<file path="src/rtl/mem_arb_pkg.sv">
// Shared types and constants for the two-requester main-memory arbiter.
// Holds the FSM state encoding and the requester identifiers.
package mem_arb_pkg;

    typedef enum logic [1:0] {
        ST_IDLE  = 2'd0,
        ST_ISSUE = 2'd1,
        ST_WAIT  = 2'd2,
        ST_DONE  = 2'd3
    } arb_state_t;

    localparam int REQ_FETCH = 0;
    localparam int REQ_DATA  = 1;

endpackage

</file>
<file path="src/rtl/arb_rr2.sv">
// Two-way request picker: round-robin on ties using a last-grant pointer,
// or requester 1 always wins ties when fixed_prio is set.
module arb_rr2 (
    input  logic       Clock,
    input  logic       Resetn,
    input  logic [1:0] req,
    input  logic       fixed_prio,
    input  logic       advance,
    output logic [1:0] win
);

    // 1 means requester 1 was granted last, so requester 0 wins the next tie
    logic last_reg;

    always_comb begin
        win = 2'b00;
        case (req)
            2'b01:   win = 2'b01;
            2'b10:   win = 2'b10;
            2'b11:   win = (fixed_prio || !last_reg) ? 2'b10 : 2'b01;
            default: win = 2'b00;
        endcase
    end

    always_ff @(posedge Clock) begin
        if (!Resetn) begin
            last_reg <= 1'b1;
        end else if (advance && (win != 2'b00)) begin
            last_reg <= win[1];
        end
    end

endmodule

</file>
<file path="src/rtl/mem_arbiter.sv">
// Arbitrates one single-port memory between instruction fetch (requester 0)
// and the load/store path (requester 1), one transaction at a time.
module mem_arbiter
    import mem_arb_pkg::*;
#(
    parameter int DATA_W     = 16,
    parameter int ADDR_W     = 8,
    parameter int RD_LAT     = 1,
    parameter int FIXED_PRIO = 0
) (
    input  logic              Clock,
    input  logic              Resetn,
    input  logic              req0,
    input  logic              req1,
    input  logic              we0,
    input  logic              we1,
    input  logic [ADDR_W-1:0] addr0,
    input  logic [ADDR_W-1:0] addr1,
    input  logic [DATA_W-1:0] wdata0,
    input  logic [DATA_W-1:0] wdata1,
    output logic              gnt0,
    output logic              gnt1,
    output logic              ack0,
    output logic              ack1,
    output logic [DATA_W-1:0] rdata,
    output logic              busy,
    output logic [ADDR_W-1:0] mem_addr,
    output logic [DATA_W-1:0] mem_wdata,
    output logic              mem_wren,
    input  logic [DATA_W-1:0] mem_rdata
);

    localparam int CNT_W = $clog2(RD_LAT + 1);

    arb_state_t        state_reg, state_next;
    logic              owner_reg;
    logic              cmd_we_reg;
    logic [ADDR_W-1:0] cmd_addr_reg;
    logic [DATA_W-1:0] cmd_wdata_reg;
    logic [CNT_W-1:0]  cnt_reg;
    logic [DATA_W-1:0] rdata_reg;

    logic [1:0] req_vec;
    logic [1:0] win;
    logic       advance;
    logic [1:0] gnt_vec;
    logic [1:0] ack_vec;

    assign req_vec = {req1, req0};
    assign advance = (state_reg == ST_IDLE) && (req_vec != 2'b00);

    arb_rr2 u_pick (
        .Clock      (Clock),
        .Resetn     (Resetn),
        .req        (req_vec),
        .fixed_prio (FIXED_PRIO != 0),
        .advance    (advance),
        .win        (win)
    );

    always_comb begin
        state_next = state_reg;
        case (state_reg)
            ST_IDLE:  if (advance) state_next = ST_ISSUE;
            ST_ISSUE: state_next = cmd_we_reg ? ST_DONE : ST_WAIT;
            ST_WAIT:  if (cnt_reg == '0) state_next = ST_DONE;
            ST_DONE:  state_next = ST_IDLE;
            default:  state_next = ST_IDLE;
        endcase
    end

    always_ff @(posedge Clock) begin
        if (!Resetn) begin
            state_reg     <= ST_IDLE;
            owner_reg     <= 1'b0;
            cmd_we_reg    <= 1'b0;
            cmd_addr_reg  <= '0;
            cmd_wdata_reg <= '0;
            cnt_reg       <= '0;
            rdata_reg     <= '0;
        end else begin
            state_reg <= state_next;
            if (advance) begin
                owner_reg     <= win[1];
                cmd_we_reg    <= win[1] ? we1 : we0;
                cmd_addr_reg  <= win[1] ? addr1 : addr0;
                cmd_wdata_reg <= win[1] ? wdata1 : wdata0;
            end
            if ((state_reg == ST_ISSUE) && !cmd_we_reg) begin
                cnt_reg <= CNT_W'(RD_LAT - 1);
            end
            if (state_reg == ST_WAIT) begin
                // counter reaching zero marks the edge where memory data is valid
                if (cnt_reg == '0) begin
                    rdata_reg <= mem_rdata;
                end else begin
                    cnt_reg <= cnt_reg - CNT_W'(1);
                end
            end
        end
    end

    for (genvar gi = 0; gi < 2; gi++) begin : g_hs
        assign gnt_vec[gi] = (state_reg == ST_ISSUE) && (owner_reg == 1'(gi));
        assign ack_vec[gi] = (state_reg == ST_DONE)  && (owner_reg == 1'(gi));
    end

    assign gnt0 = gnt_vec[REQ_FETCH];
    assign gnt1 = gnt_vec[REQ_DATA];
    assign ack0 = ack_vec[REQ_FETCH];
    assign ack1 = ack_vec[REQ_DATA];

    assign rdata     = rdata_reg;
    assign busy      = (state_reg != ST_IDLE);
    assign mem_addr  = cmd_addr_reg;
    assign mem_wdata = cmd_wdata_reg;
    // gated by Resetn so a reset arriving during ISSUE cannot write
    assign mem_wren  = (state_reg == ST_ISSUE) && cmd_we_reg && Resetn;

endmodule

</file>
<file path="config.mk">
export PLATFORM = sky130hd
export DESIGN_NAME = mem_arbiter
export DESIGN_NICKNAME = d
export VERILOG_FILES = /design/src/rtl/mem_arb_pkg.sv /design/src/rtl/arb_rr2.sv /design/src/rtl/mem_arbiter.sv
export SDC_FILE = /design/constraint.sdc
export NUM_CORES = 1
export LEC_CHECK = 0
export CORE_MARGIN = 2
export CORE_UTILIZATION = 41
export CTS_BUF_LIST = sky130_fd_sc_hd__clkbuf_16
export DETAILED_ROUTE_END_ITERATION = 7
export PLACE_DENSITY = 0.87
export SYNTH_ARGS = -nofsm -noshare
export SYNTH_HDL_FRONTEND = slang
export SYNTH_SLANG_ARGS = --single-unit
</file>
<file path="constraint.sdc">
create_clock -name Clock -period 3.77 [get_ports Clock]
set_clock_uncertainty 0.2 [all_clocks]
set_input_delay 0.5655 -clock Clock [delete_from_list [all_inputs] [get_ports Clock]]
set_output_delay 0.5655 -clock Clock [all_outputs]
set_load 0.02 [all_outputs]
</file>
======== Word-level counts from Yosys, hierarchy flattened ========
Index checks and enable logic that the tools add are counted.
cells by class
  reduce and logical (&&, ||, !) cells .... 16
  eq/ne operators ......................... 8
  add/sub/neg operators ................... 1
  shift operators ......................... 0
  bitwise logic cells ..................... 2
  $lt $le $gt $ge ......................... 0
  multipliers ............................. 0
  mux-type cells .......................... 12
  div/mod/pow operators ................... 0
operators by type and width
  cell                   count
  $mux W16               1
  $logic_and A1 B1 Y1    9
  $eq A2 B2 Y1 const B   4
  $mux W8                1
  $pmux W2 S4            1
  $mux W2                3
  $pmux W2 S3            1
  $reduce_bool A2 Y1     3
  $mux W1                5
  $eq A2 B1 Y1 const B   2
  $reduce_and A2 Y1      2
  $logic_not A2 Y1       1
  $ne A2 B1 Y1 const B   1
  $ne A2 B2 Y1 const B   1
  $not A1 Y1             2
  $logic_not A1 Y1       1
  $sub A1 B1 Y1 const B  1
storage, ports and cells
  register bits after elaboration ......... 46
  logic and storage cells ................. 47
  output and inout bits ................... 46
  memories ................................ 0
  bits in writable memories ............... 0
  bits in latches ......................... 0
  bits in read-only memories .............. 0

======== Depth between registers and ports, before layout ========
Gate-level depths: netlist of run 1.
  depth in word-level cells ............... 5
  depth in mapped cells ................... 7
  mapped depth without buffers ............ 5

======== Hierarchy ========
From an unflattened synthesis of run 1, not the netlist that was laid out.
second synthesis, totals
  cells, all modules ...................... 223
  area total of the unflattened synthesis .. 2225.9 µm²
by module, submodules not included
  module       area an instance (µm²)  instances  cells an instance
  mem_arbiter  2143.3                  1          215
  arb_rr2      82.6                    1          8

======== Least setup slack after synthesis of run 1 ========
No wires, ideal clock.
  path kind ............................... input to output
  start point ............................. input port Resetn
  end point ............................... output port mem_wren
  setup slack ............................. 2023 ps
  buffers on the path ..................... 1
  stages on the path ...................... 2
  data arrival time ....................... 981 ps
  data required time ...................... 3004 ps
  cells stage by stage .................... clkbuf_2 -> and3_1
between the ends
  cells in the longest elaborated chain, start to end .. 1
RTL lines
  item                 line                source
  start: declaration   mem_arbiter.sv:12   input logic Resetn,
  $logic_and A1 B1 Y1  mem_arbiter.sv:118  assign mem_wren = (state_reg == ST_ISSUE) && cmd_we_reg && Resetn;
  end: declaration     mem_arbiter.sv:29   output logic mem_wren,
No other way between the ends.

======== Worst setup path after layout of run 1 ========
Same ends and word-level chain as after synthesis.

==> impl_metrics.ini, run 1 <==
[sta]
final_critical_path_setup_slack_ns = 1.15
report.final.hold_viol_count = 0
report.final.slew_viol_count = 0
relSlewSlack_pct = 34.2
timing.setup.tns_ns = 0
fmax_ghz = 0.382
setup_viol_count_final = 0
period_share_pct = 69.4
worst-slew-pin-transition_ns = 0.986
grt_setup_unrepaired = no
final.min_clock_period_ns = 2.62

[clock_tree]
clock_tree_from_tritoncts = built
cts_num_sinks = 46
cts_max_path_buffers = 2
clkSlewWorstSetupHoldPaths_ns = 0.06
clk-insertion-delay-late_ns = 0.28
cts.repair.resized = 0
cts_hold_buffers = 0
cts_htree_levels = 2
root_driver = sky130_fd_sc_hd__clkbuf_16
post-cts-setup-buffers = 0
cts-buffers-inserted = 5

[placement]
preCtsSetupSlack_ns = 1.15
placedCellCount = 415
gp_congestion = 0.743
place.port_buffers = 115
dpl.hpwl_um = 3960

[drt]
initialDrtViolationCount = 44
route.vias.total = 2117
route.layer.met1.wl_um = 2220
met3RoutedLength_um = 512
routed-wl-met2_um = 2700
dr.pass1.iters = 4
post_drt_via_cell_ratio = 5.00
finalWirelength_um = 5500
routed_wire_length_per_instance_um = 13.0
drc_errors = 0
routed.top_layer = met4
final_antenna_net_count = 0

[synthesis]
synth_warnings = 0
synth_sequential_area_ratio_pct = 43.9
mean_syn_cell_area_um2 = 8.48
synthesis.area_um2 = 2100
mappedNetlistNets = 322
yosysUniqueCellTypes = 30
ys_ff_latch = 46
synthCells = 247

[run_status]
result_of_the_run = finished clean

[floorplanning]
die_width_um = 75.5
starting_density_of_the_core_pct = 41.8
std_cell_rows = 26
die-area_um2 = 5700
design.portCount = 116
die_h_um = 75.5
core_area_um2 = 5010

[setup_path]
worstPathMaxFanout = 2
setup.worst_path.end_class = output pin
crit_path_frequent_cell = sky130_fd_sc_hd__clkdlybuf4s50_1
worstPathCellList = clkdlybuf4s50_1, and3_1, clkdlybuf4s50_1
crit_arrival_ns = 1.85
crit_required_ns = 3.00
crit_path_max_incr_delay_ns = 0.60
worstSetupStartpointType = input pin
critical-path-slowest-cell = sky130_fd_sc_hd__clkdlybuf4s50_1
timing_worst_setup_path_type = input pin to output pin

[pwr]
power.share.sequential_pct = 32.2
comb_power_share_pct = 48.6
vdd_ir_drop_max_mv = 0.397
power_density_nw_per_um2 = 656
p_int_uw = 1360
power_switching_uw = 849
clk_pwr_share_pct = 19.1
leakagePower_uw = 0.00127
fraction_of_power_spent_switching_nets_pct = 38.4

[grt]
grt_antenna_before_repair = 0
grt.overflow.total = 0
grt_pass1_wl_um = 8960
grt_util_all_layers_pct = 20.3
first_global_vias = 2116
maximum_number_of_pins_on_one_net_before_global_route_repair = 48

[layout]
finalNonFillerCells = 423
antenna_cells = 0
drive_gt1_share_pct = 9.63
fin_nets = 427
syn2layout_area_growth_pct = 60.7
layout.core_utilization_pct = 67.2

[min_path]
timing.hold.worst.class = register to register

[flow_run]
number_of_maximum_capacitance_violations = 0
-- synthesized netlist by cell type, drive strengths merged --
| cell type | instances | share of area (%) |
|---|---|---|
| and2 | 2 | 0.60 |
| a211o | 1 | 0.42 |
| o21ai | 27 | 6.6 |
| dfxtp | 46 | 44 |
| o21a | 1 | 0.72 |
| nor3b | 1 | 0.36 |
| a21boi | 17 | 6.6 |
| clkbuf | 9 | 2.0 |
| and3 | 2 | 0.60 |
| a22oi | 1 | 0.36 |
| a21bo | 1 | 0.48 |
| nor2b | 5 | 1.5 |
| nand2 | 60 | 11 |
| o221a | 1 | 0.54 |
| buf | 10 | 4.0 |
| a21oi | 52 | 16 |
| nand2b | 1 | 0.30 |
| nor3 | 1 | 0.24 |
| mux2i | 1 | 0.48 |
| ha | 5 | 3.0 |
| inv | 3 | 0.54 |
-- power groups by stage --
stage,sequential [µW],combinational (µW),clock (µW)
2_1_floorplan,868,509,0
3_3_place_gp,715,1070,0
3_5_place_dp,722,1080,0
4_1_cts,714,1090,432
5_1_grt,732,1180,451
6_report,713,1070,423
-- final timing paths --
kind | end | slack [ns] | from | cells after the start
min reg2reg | rdata[13] | 0.26 | rdata[13] | 2
max | mem_wren | 1.15 | Resetn | 3
min | rdata[13] | 0.26 | rdata[13] | 2
max reg2reg | rdata[1] | 1.66 | state_reg[0] | 5
-- kinds of logic after synthesis --
group,after synthesis,share of synthesized area [%]
AOI/OAI and AO/OA,101,31.8
and+or+nand+nor,72,14.3
DFF,46,43.9
buffers and inverters,22,6.51
adders and majority gates,5,2.99
muxes,1,0.478
-- metal layers --
layer  track usage (%)  vias up
met5                 0        -
met1              22.3      982
met2              36.5       86
met4              6.43        0
li1                  -     1044
met3              7.14        5
-- critical path, delay by kind of cell --
family                 cells  cell delay (ns)
and+or+nand+nor            1             0.18
buffers and inverters      2             1.11
-- cell type report --
class / instances / area [µm²]
Tap cell: 70 / 87.6
Timing Repair Buffer: 117 / 1170
Fill cell: 441 / 1640
Multi-Input combinational cell: 179 / 1040
Sequential cell: 46 / 921
Inverter: 3 / 11.3
Clock buffer: 5 / 125
Clock inverter: 3 / 17.5
-- through the flow --
| step | hold slack [ns] | power [µW] | instance area, µm² |
|---|---|---|---|
| after global placement | 0.241 | 1780 | 3220 |
| after CTS | 0.255 | 2230 | 3370 |
| after global routing | 0.273 | 2360 | 3370 |
| after floorplan | 0.245 | 1380 | 2100 |
| final | 0.256 | 2210 | 3370 |
| after detailed placement | 0.246 | 1810 | 3220 |
-- cells in the final DEF, fill, tap and decap left out, drive strengths merged --
master         instances
a21oi                 52
a211o                  1
nor3b                  1
clkinv                 2
o221a                  1
a22oi                  1
clkbuf                 5
and3                   2
nor2b                  5
a21bo                  1
nand2b                 1
o21ai                 27
ha                     5
mux2i                  1
buf                    2
a21boi                17
inv                    4
clkdlybuf4s50        115
and2                   2
dfxtp                 46
nor3                   1
nand2                 60
o21a                   1
Power figures use the tool's default switching activity.
==> run 2, diff against run 1 <==
--- a/config.mk
+++ b/config.mk
@@ -6,10 +6,10 @@
 export NUM_CORES = 1
 export LEC_CHECK = 0
 export CORE_MARGIN = 2
-export CORE_UTILIZATION = 41
+export CORE_UTILIZATION = 35
 export CTS_BUF_LIST = sky130_fd_sc_hd__clkbuf_16
 export DETAILED_ROUTE_END_ITERATION = 7
-export PLACE_DENSITY = 0.87
+export PLACE_DENSITY = 0.79
 export SYNTH_ARGS = -nofsm -noshare
 export SYNTH_HDL_FRONTEND = slang
 export SYNTH_SLANG_ARGS = --single-unit
==> constraint.sdc (replaced) <==
create_clock -name Clock -period 2.2 [get_ports Clock]
set_clock_uncertainty 0.2 [all_clocks]
set_input_delay 0.33 -clock Clock [delete_from_list [all_inputs] [get_ports Clock]]
set_output_delay 0.33 -clock Clock [all_outputs]
set_load 0.02 [all_outputs]
==> run 2 against run 1 <==
Compared with the run above:
- total power rose by 73%
- critical endpoint is now ack1
- worst setup slack got worse by 1.1 ns
- combinational power rose by 72%
- via count fell by 0.94%
- highest routed layer unchanged
- design area rose by 1.3%
==> impl_metrics.ini, run 2 (synthesis results as in run 1) <==
[run_status]
result_of_the_run = finished clean

[floorplanning]
starting_density_of_the_core_pct = 35.8
std_cell_rows = 28
die_h_um = 81.4
design.portCount = 116
core_area_um2 = 5850
die-area_um2 = 6620
die_width_um = 81.4

[sta]
relSlewSlack_pct = 25.7
period_share_pct = 96.9
report.final.slew_viol_count = 0
report.final.hold_viol_count = 0
finalHoldWorstSlack_ns = 0.256
setup_viol_count_final = 0
final.min_clock_period_ns = 2.13
fmax_ghz = 0.469
grt_setup_unrepaired = no
worst-slew-pin-transition_ns = 1.11

[layout]
fin_nets = 431
syn2layout_area_growth_pct = 62.7
mostFrequentLayoutCells = 110 x sky130_fd_sc_hd__clkdlybuf4s50_1, 60 x sky130_fd_sc_hd__nand2_1, 46 x sky130_fd_sc_hd__dfxtp_1
antenna_cells = 0
drive_gt1_share_pct = 11.2
fillCellCount = 533
finalNonFillerCells = 432
layout.cells.most_common = sky130_fd_sc_hd__clkdlybuf4s50_1

[pwr]
total_power_uw = 3820
vdd_ir_drop_max_mv = 0.691
power_density_nw_per_um2 = 1120
leakagePower_uw = 0.00132

[clock_tree]
cts_hold_buffers = 0
clock_tree_from_tritoncts = built
root_driver = sky130_fd_sc_hd__clkbuf_16
cts_max_path_buffers = 2
clk-insertion-delay-late_ns = 0.29
clkSlewWorstSetupHoldPaths_ns = 0.07
cts_htree_levels = 2
cts_num_sinks = 46
cts-buffers-inserted = 5

[drt]
dr.pass1.iters = 4
post_drt_via_cell_ratio = 4.85
route.vias.total = 2097
finalWirelength_um = 5810
routed_wire_length_per_instance_um = 13.5
initialDrtViolationCount = 103
final_antenna_net_count = 0
drc_errors = 0

[flow_run]
number_of_maximum_capacitance_violations = 0

[grt]
grt.overflow.total = 0
grt.busiest_layer = met2
first_global_vias = 2063
grt_util_all_layers_pct = 18.2
use_met2_pct = 32.6
grt_pass1_wl_um = 9390
maximum_number_of_pins_on_one_net_before_global_route_repair = 48
grt_util_met1_pct = 20.6
grt_antenna_before_repair = 0
gr-usage-met3_pct = 5.11

[setup_path]
worstPathCellList = ha_1, and2_1, clkdlybuf4s50_1
worstPathMaxFanout = 4
crit_arrival_ns = 1.60
crit_path_max_incr_delay_ns = 0.62
buf_inv_stages_crit_path = 1
critical-path-slowest-cell = sky130_fd_sc_hd__clkdlybuf4s50_1
path_delay_family = buffers and inverters
setup.worst_path.end_class = output pin
timing_worst_setup_path_type = register to output pin
crit_required_ns = 1.67
worstSetupStartpointType = register

[placement]
dpl.hpwl_um = 4040
gp_congestion = 0.799
placedCellCount = 424
place.port_buffers = 115

[min_path]
timing.hold.worst.class = register to register
-- run 2: changes by cell type in the layout (fill, tap and decap cells not counted), sizes merged --
cell,change
clkdlybuf4s50,-5
buf,+4
dlygate4sd2,+4
clkinv,-1
clkinvlp,+1
dlymetal6s2s,+1
-- run 2: final timing paths --
| kind | startpoint | end | slack (ns) | cells after the start |
|---|---|---|---|---|
| max | state_reg[0] | ack1 | 0.07 | 3 |
| max reg2reg | state_reg[0] | owner_reg | 0.26 | 6 |
| min reg2reg | rdata[6] | rdata[6] | 0.26 | 2 |
| min | rdata[6] | rdata[6] | 0.26 | 2 |
-- run 2: worst reg2reg max path: cells and delay by family, from the launching register on --
family	cells	cell delay [ns]
buffers and inverters	2	0.26
and+or+nand+nor	1	0.15
adders and majority gates	1	0.23
DFF	1	0.40
AOI/OAI and AO/OA	2	0.64
-- run 2: what timing repair did --
item                       CTS  global route
gates resized for setup      4             2
setup endpoints to repair    4            17
buffers inserted             0             0
-- run 2: layout make-up --
type                       instances  area, µm²  share of cell area [%]
tap                               75       93.8                    2.75
clock inverter                     3       25.0                   0.734
timing repair buffer             121       1190                    35.0
sequential                        46        921                    27.0
inverter                           3       11.3                   0.330
clock buffer                       5        125                    3.67
multi-input combinational        179       1040                    30.5
-- run 2: metrics by stage --
step / setup TNS (ns) / instance area [µm²] / setup WS, ns / utilization, %
after detailed placement: -0.721 / 3260 / -0.0965 / 55.7
after global placement: -0.0488 / 3260 / -0.0488 / 55.7
after CTS: 0 / 3410 / 0.0182 / 58.2
after floorplan: 0 / 2100 / 0.612 / -
final: 0 / 3410 / 0.0690 / 58.3
after global routing: 0 / 3410 / 0.0101 / 58.3
-- run 2: power breakdown --
group          internal, µW  switching, µW
logic                   826           1020
clock network           427            329
registers              1080            138
total                  2340           1490
-- run 2: routing by layer --
metal | vias up | part of all wire, % | wire (µm)
li1 | 1051 | - | -
met5 | - | 0 | 0
met3 | 7 | 7.1 | 412
met1 | 968 | 41 | 2410
met2 | 71 | 50 | 2900
met4 | 0 | 1.6 | 95
==> run 3, diff against run 2 <==
--- a/config.mk
+++ b/config.mk
@@ -9,7 +9,9 @@
 export CORE_UTILIZATION = 35
 export CTS_BUF_LIST = sky130_fd_sc_hd__clkbuf_16
 export DETAILED_ROUTE_END_ITERATION = 7
-export PLACE_DENSITY = 0.79
+export PLACE_DENSITY = 0.8
+export SKIP_LAST_GASP = 1
+export SLEW_MARGIN = 15
 export SYNTH_ARGS = -nofsm -noshare
 export SYNTH_HDL_FRONTEND = slang
 export SYNTH_SLANG_ARGS = --single-unit
==> run 3 against run 2 <==
Compared with the run above:
- critical path type unchanged
- register-to-register slack gained 0.12 ns
- first-iteration DRC count shrank 32%
- clock power grew 25%
- sequential power is essentially flat
- critical path depth is the same
- combinational power grew 3%
- cell count grew 0.46%
==> impl_metrics.ini, run 3 (synthesis results as in run 1) <==
[drt]
route.vias.total = 2109
finalWirelength_um = 5780
dr.pass1.iters = 4
post_drt_via_cell_ratio = 4.86
initialDrtViolationCount = 70
final_antenna_net_count = 0
drc_errors = 0
routed_wire_length_per_instance_um = 13.3

[flow_run]
number_of_maximum_capacitance_violations = 0

[sta]
report.final.hold_viol_count = 0
report.final.slew_viol_count = 0
relSlewSlack_pct = 60.2
period_share_pct = 96.2
setup_viol_count_final = 0
fmax_ghz = 0.473
final.min_clock_period_ns = 2.12
worst-slew-pin-transition_ns = 0.594
grt_setup_unrepaired = no
timing.setup.tns_ns = 0

[setup_path]
crit_arrival_ns = 1.59
rrSetupSlack_ns = 0.38
worstPathMaxFanout = 4
terminus_of_the_critical_flop_to_flop_path = state_reg[0]
worstSetupStartpointType = register
critical-path-slowest-cell = sky130_fd_sc_hd__clkdlybuf4s50_1
regToRegStartpoint = state_reg[0]
worstPathCellList = ha_1, and2_1, clkdlybuf4s50_1
buf_inv_stages_crit_path = 1
path_delay_family = buffers and inverters
r2r_cells = 6
setup.worst_path.end_class = output pin
timing_worst_setup_path_type = register to output pin
crit_required_ns = 1.67
crit_path_max_incr_delay_ns = 0.61

[clock_tree]
clock_tree_from_tritoncts = built
post-cts-setup-buffers = 0
clk-insertion-delay-late_ns = 0.28
clkSlewWorstSetupHoldPaths_ns = 0.06
cts_htree_levels = 2
cts-buffers-inserted = 5
root_driver = sky130_fd_sc_hd__clkbuf_16
cts_num_sinks = 46
cts_max_path_buffers = 2

[pwr]
power_density_nw_per_um2 = 1170
vdd_ir_drop_max_mv = 0.619
leakagePower_uw = 0.00136

[layout]
antenna_cells = 0
layout.core_utilization_pct = 59.4
drive_gt1_share_pct = 11.4
syn2layout_area_growth_pct = 65.9
fin_nets = 433
mostFrequentLayoutCells = 110 x sky130_fd_sc_hd__clkdlybuf4s50_1, 60 x sky130_fd_sc_hd__nand2_1, 46 x sky130_fd_sc_hd__dfxtp_1
layout.cells.most_common = sky130_fd_sc_hd__clkdlybuf4s50_1

[grt]
grt.busiest_layer = met2
grt_antenna_before_repair = 0
gr-usage-met3_pct = 4.89
use_met2_pct = 33.4
grt_util_all_layers_pct = 17.9
grt.overflow.total = 0
maximum_number_of_pins_on_one_net_before_global_route_repair = 48
grt_util_met1_pct = 19.3
grt_pass1_wl_um = 9270
first_global_vias = 2101

[floorplanning]
die_width_um = 81.4
die_h_um = 81.4
die-area_um2 = 6620
design.portCount = 116
starting_density_of_the_core_pct = 35.8
core_area_um2 = 5850
std_cell_rows = 28

[placement]
place.port_buffers = 115
gp_congestion = 0.713
dpl.hpwl_um = 4190

[min_path]
timing.hold.worst.start = rdata[10]
timing.hold.worst.class = register to register
holdPathEnd = rdata[10]
hold_depth = 2

[run_status]
result_of_the_run = finished clean
## run 3: changes by cell type in the layout (fill, tap and decap cells not counted)
cell                         delta
sky130_fd_sc_hd__buf_12         +1
sky130_fd_sc_hd__buf_4          +1
sky130_fd_sc_hd__bufinv_16      +2
sky130_fd_sc_hd__clkinv_1       +1
sky130_fd_sc_hd__clkinv_4       -1
sky130_fd_sc_hd__clkinvlp_4     -1
sky130_fd_sc_hd__inv_6          -1
## run 3: per-stage QoR
stage | area [µm²] | setup WS (ns) | instances | power [µW] | hold WS (ns)
2_1_floorplan | 2100 | 0.612 | 247 | 2360 | 0.245
3_3_place_gp | 3290 | 0.124 | 426 | 3120 | 0.240
3_5_place_dp | 3290 | 0.119 | 426 | 3170 | 0.245
4_1_cts | 3470 | 0.0571 | 434 | 4100 | 0.254
5_1_grt | 3480 | 0.0245 | 434 | 4310 | 0.287
6_report | 3480 | 0.0846 | 434 | 4060 | 0.254
## run 3: how the worst max path moves through the flow
stage	start	to	slack [ns]	cells after the start
4_1_cts	state_reg[1]	ack0	0.06	3
5_1_grt	state_reg[1]	ack1	0.02	3
6_report	state_reg[1]	ack1	0.08	3
3_5_place_dp	Resetn	mem_wren	0.12	3
2_1_floorplan	state_reg[0]	state_reg[0]	0.61	5
3_3_place_gp	Resetn	mem_wren	0.12	3
## run 3: power by group
part	internal [µW]	total (µW)	switching, µW
combinational	860	1900	1040
clock	646	944	297
sequential	1080	1220	136
total	2590	4060	1470
## run 3: final cells by class
type / count / area [µm²]
clock buffer: 5 / 125
clock inverter: 3 / 63.8
fill: 504 / 2370
inverter: 3 / 11.3
multi-input combinational: 179 / 1040
sequential: 46 / 921
tap: 75 / 93.8
timing repair buffer: 123 / 1220
## run 3: worst min-delay path: stages (launching register included)
cell,delay [ns]
sky130_fd_sc_hd__dfxtp_1,0.31
sky130_fd_sc_hd__nand2_1,0.05
sky130_fd_sc_hd__a21boi_1,0.05
## run 3: layer usage
| metal | routed length (µm) | vias to the layer above |
|---|---|---|
| li1 | - | 1058 |
| met1 | 2380 | 983 |
| met2 | 3000 | 61 |
| met3 | 325 | 7 |
| met4 | 73 | 0 |
| met5 | 0 | - |
## run 3: repair_timing
item                       in CTS  in global routing
setup endpoints to repair       4                  9
hold buffers                    0                  0
gates cloned                    0                  0
resized for setup               4                  2
